### src/rtl/decode_basic.sv
// decode_basic: one-entry RV32I decode stage with JAL redirect and execute squash forwarding
module decode_basic #(
  parameter int p_addr_bits = 32,
  parameter int p_inst_bits = 32
) (
  input  logic                   clk,
  input  logic                   rst,
  input  logic                   f_val,
  output logic                   f_rdy,
  input  logic [p_inst_bits-1:0] f_inst,
  input  logic [p_addr_bits-1:0] f_pc,
  output logic                   f_squash,
  output logic [p_addr_bits-1:0] f_branch_target,
  output logic                   x_val,
  input  logic                   x_rdy,
  output logic [p_addr_bits-1:0] x_pc,
  output logic [3:0]             x_op,
  output logic [2:0]             x_funct3,
  output logic                   x_funct7b5,
  output logic [4:0]             x_rd,
  output logic [4:0]             x_rs1,
  output logic [4:0]             x_rs2,
  output logic                   x_wen,
  output logic [31:0]            x_imm,
  input  logic                   x_squash,
  input  logic [p_addr_bits-1:0] x_branch_target
);
  localparam logic [3:0] OP_ILLEGAL = 4'd0, OP_LUI = 4'd1, OP_AUIPC = 4'd2, OP_JAL = 4'd3,
                         OP_JALR = 4'd4, OP_BRANCH = 4'd5, OP_LOAD = 4'd6, OP_STORE = 4'd7,
                         OP_OPIMM = 4'd8, OP_OP = 4'd9;
  logic                   valid_q, valid_d;
  logic [p_inst_bits-1:0] inst_q, inst_d;
  logic [p_addr_bits-1:0] pc_q, pc_d;
  logic                   f_xfer, x_xfer;
  logic [31:0]            i;
  logic [31:0]            imm_i, imm_s, imm_b, imm_u, imm_j;
  assign i = inst_q[31:0];
  assign imm_i = {{20{i[31]}}, i[31:20]};
  assign imm_s = {{20{i[31]}}, i[31:25], i[11:7]};
  assign imm_b = {{19{i[31]}}, i[31], i[7], i[30:25], i[11:8], 1'b0};
  assign imm_u = {i[31:12], 12'b0};
  assign imm_j = {{11{i[31]}}, i[31], i[19:12], i[20], i[30:21], 1'b0};
  always_comb begin
    case (i[6:0])
      7'b0110111: x_op = OP_LUI;
      7'b0010111: x_op = OP_AUIPC;
      7'b1101111: x_op = OP_JAL;
      7'b1100111: x_op = OP_JALR;
      7'b1100011: x_op = OP_BRANCH;
      7'b0000011: x_op = OP_LOAD;
      7'b0100011: x_op = OP_STORE;
      7'b0010011: x_op = OP_OPIMM;
      7'b0110011: x_op = OP_OP;
      default:    x_op = OP_ILLEGAL;
    endcase
  end
  always_comb begin
    x_imm = (x_op == OP_OPIMM || x_op == OP_LOAD || x_op == OP_JALR) ? imm_i :
            (x_op == OP_STORE)                    ? imm_s :
            (x_op == OP_BRANCH)                   ? imm_b :
            (x_op == OP_LUI || x_op == OP_AUIPC)  ? imm_u :
            (x_op == OP_JAL)                      ? imm_j : 32'd0;
    x_wen = (x_op != OP_ILLEGAL && x_op != OP_BRANCH && x_op != OP_STORE) && (x_rd != 5'd0);
  end
  assign x_funct3   = i[14:12];
  assign x_funct7b5 = i[30];
  assign x_rd       = i[11:7];
  assign x_rs1      = i[19:15];
  assign x_rs2      = i[24:20];
  assign x_pc       = pc_q;
  assign x_val      = valid_q && !x_squash;
  assign f_rdy      = !valid_q || x_rdy;
  assign f_xfer     = f_val && f_rdy;
  assign x_xfer     = x_val && x_rdy;
  assign f_squash   = x_squash || (x_xfer && x_op == OP_JAL);
  assign f_branch_target = x_squash ? x_branch_target : pc_q + p_addr_bits'($signed(x_imm));
  always_comb begin
    valid_d = (f_xfer && !f_squash) ? 1'b1 : (x_xfer || x_squash) ? 1'b0 : valid_q;
    inst_d  = (f_xfer && !f_squash) ? f_inst : inst_q;
    pc_d    = (f_xfer && !f_squash) ? f_pc : pc_q;
  end
  always_ff @(posedge clk) begin
    valid_q <= rst ? 1'b0 : valid_d;
    inst_q  <= inst_d;
    pc_q    <= pc_d;
  end
endmodule

### config.mk
export PLATFORM = sky130hd
export DESIGN_NAME = decode_basic
export DESIGN_NICKNAME = d
export VERILOG_FILES = /design/src/rtl/decode_basic.sv
export SDC_FILE = /design/constraint.sdc
export NUM_CORES = 1
export LEC_CHECK = 0
export CORE_UTILIZATION = 24
export DETAILED_ROUTE_END_ITERATION = 8
export MAX_ROUTING_LAYER = met4
export PLACE_DENSITY = 0.49
export SLEW_MARGIN = 20
export SYNTH_ARGS = -nofsm -noshare
export SYNTH_HDL_FRONTEND = slang
export SYNTH_SLANG_ARGS = --single-unit
### constraint.sdc
create_clock -name clk -period 10.7 [get_ports clk]
set_input_delay 2.14 -clock clk [delete_from_list [all_inputs] [get_ports clk]]
set_output_delay 2.14 -clock clk [all_outputs]
set_load 0.05 [all_outputs]
==> results_dict.tcl <==
set metrics [dict create \
    post_cts_buffers 0 \
    grt_setup_unrepaired "false" \
    required_ns 8.56 \
    synth.most_common_cell "nand2_1" \
    grt_usage 0.173 \
    crit_family "simple AND/OR/NAND/NOR gates" \
    area_growth_pct 55.1 \
    first_iter_violations 219 \
    slew_viol_final 0 \
    yosysWarningCount 0 \
    r2r_cells 5 \
    peakVddDrop_uv 70.8 \
    cts.sink_count 65 \
    finalSetupViolations 0 \
    vias 4599 \
    drc 0 \
    cap_violations 0 \
    htree_levels 3 \
    placementRows 51 \
    clk_latency_ns 0.35 \
    power-per-cell-area_mw_per_mm2 114 \
    async_flop_share 0 \
    firstDrtPassIters 4 \
    synth_edf_count 64 \
    holdWs_ns 0.568 \
    design_area_mm2 0.00748 \
    cp-end-kind "output port" \
    cts_buffer_depth 2 \
    start_util 0.246 \
    synth_seq_cells 65 \
    avgRoutedWirePerCell_um 17.8 \
    cts_tree "built" \
    die_h_um 144 \
    synth_top_area_share 0.399 \
    crit_cells 13 \
    fmax_ghz 0.136 \
    max-slew-margin-rel 0.452 \
    grt_max_degree 61 \
    boundaryPins 224 \
    insertedDiodeCount 0 \
    fin_setup_tns_ns 0 \
    grt_pass1_vias 4624 \
    reg2reg_slack_ns 7.52 \
    syn_area_mm2 0.00482 \
    synth_area_leaders "edfxtp_1, ha_1, nand2_1" \
    antenna_found_initial 0 \
    cpMaxStageDelayCell "clkdlybuf4s50_1" \
    synth_cell_types 71 \
    gp_congestion 0.885 \
    crit_arrival_ns 5.23 \
    fill_cells 1979 \
    worstSetupPathType "reg -> out" \
    die_w_um 144 \
    finalWirelength_um 17400 \
    place_area_mm2 0.00717 \
    cp-endpoint "f_branch_target[20]" \
    dp_cells 964 \
    cp-start-kind "register" \
    finalHoldViolCount 0 \
    hold_class "reg -> reg" \
    path_cells "or4_1 > a21oi_1 > or2_1 > and2_1 > ha_1 > and3_1 > a221oi_2 > nand4b_4 > nand2_2 > a41oi_1 > xor2_1 > o21ai_1 > clkdlybuf4s50_1" \
    hpwl_um 13900 \
    min_period_over_period 0.689 \
    r2r-end "i[2]" \
    drive_above_1_share 0.0545 \
    cts_hold_buffers 0 \
    core_mm2 0.0196 \
    vias_per_cell 4.69 \
    nNetsFinal 843 \
    cts_root_buf "clkbuf_16" \
    die_area_mm2 0.0207 \
    clk_pin_slew_worst_paths_ns 0.05 \
    fin_cells 980 \
    post_cts_resized 0 \
    netlist_instances 510 \
    synth_commonest_cells "nand2_1, edfxtp_1, a21oi_1" \
    yosysSeqAreaShare 0.403 \
    synth_area_per_cell_um2 9.46 \
    cts_made_buffers 9 \
    clock-skew-final_ns 0.0135 \
    synth_nets 643 \
    status "completed" \
    yosysTopAreaCell "edfxtp_1" \
    cp_num_buf_inv 1 \
    tightest_slew_ns 0.821 \
    slowest_delay_ns 0.82 \
    crit_path_start "i[2]" \
    grt-ovfl-total 0 \
    grt_pass1_wl_um 25800 \
    rr_startpoint "i[2]" \
    ant_nets 0 \
    leakage_uw 0.00287 \
    ys.flop_type "edfxtp_1" \
    period_needed_ns 7.37 \
    crit_fanout 17 \
    port_buffers 223 \
]
power breakdown:
| group | total, uW | leakage (uW) | internal, uW | switching, uW |
|---|---|---|---|---|
| Sequential | 303 | 0.000607 | 294 | 9.61 |
| Combinational | 223 | 0.00211 | 88.8 | 134 |
| Clock | 323 | 0.000147 | 204 | 119 |
metal layers:
metal  global-route usage  part of all wire  vias up  routed length, um
li1                     -                 -     2291                  -
met1                0.214              0.45     2118               7870
met2                0.271              0.46      171               8010
met3               0.0473             0.073       19               1270
met4               0.0554             0.015        0                265
met5                    -                 0        -                  0
registers in the layout, summed over array words and instances (netlist names):
signal   count
i           32
valid_q      1
x_pc        32
final cells by class:
cell class,instances,area (um2),area share
Timing Repair Buffer,226,2250,0.301
Sequential cell,65,1940,0.260
Clock inverter,5,80.1,0.0107
Clock buffer,11,233,0.0311
Tap cell,265,332,0.0443
Multi-Input combinational cell,395,2590,0.347
Inverter,13,48.8,0.00653
cell families after synthesis:
| group | after synthesis | synth area share |
|---|---|---|
| compound gates | 166 | 0.220 |
| simple gates | 165 | 0.171 |
| flops | 65 | 0.403 |
| buf+inv | 50 | 0.0618 |
| fa+ha+maj | 32 | 0.0846 |
| xor+xnor | 26 | 0.0472 |
| mux | 6 | 0.0132 |
layout by cell type, fill, tap and decap left out, types with 14 or more instances in the layout:
| master | Yosys | layout |
|---|---|---|
| a21o_1 | 14 | 14 |
| a21oi_1 | 39 | 38 |
| clkdlybuf4s50_1 | 0 | 222 |
| edfxtp_1 | 64 | 64 |
| ha_1 | 31 | 31 |
| nand2_1 | 66 | 66 |
| nor2_1 | 34 | 34 |
| o21ai_0 | 33 | 33 |
| o21ai_1 | 25 | 25 |
| xor2_1 | 16 | 16 |
worst register-to-register path, delay by kind of cell (launching register included):
family / cells / cell delay, ns
flops: 1 / 0.60
compound gates: 2 / 0.90
simple gates: 2 / 0.63
buf+inv: 1 / 0.62
stage by stage:
step	utilization	setup WS, ns	power (uW)
3_5_place_dp	0.366	3.70	532
4_1_cts	0.382	3.33	858
3_3_place_gp	0.366	3.67	532
2_1_floorplan	-	3.24	441
6_report	0.382	3.33	849
5_1_grt	0.382	3.03	879
worst min-delay path by stage:
stage	cells after the start	start	slack (ns)	to
floorplan	2	valid_q	0.48	valid_q
global placement	2	valid_q	0.55	valid_q
detailed placement	2	valid_q	0.56	valid_q
CTS	2	valid_q	0.57	valid_q
global route	2	valid_q	0.58	valid_q
finish	2	valid_q	0.57	valid_q
Note: power is estimated with default switching activity, not from simulation.
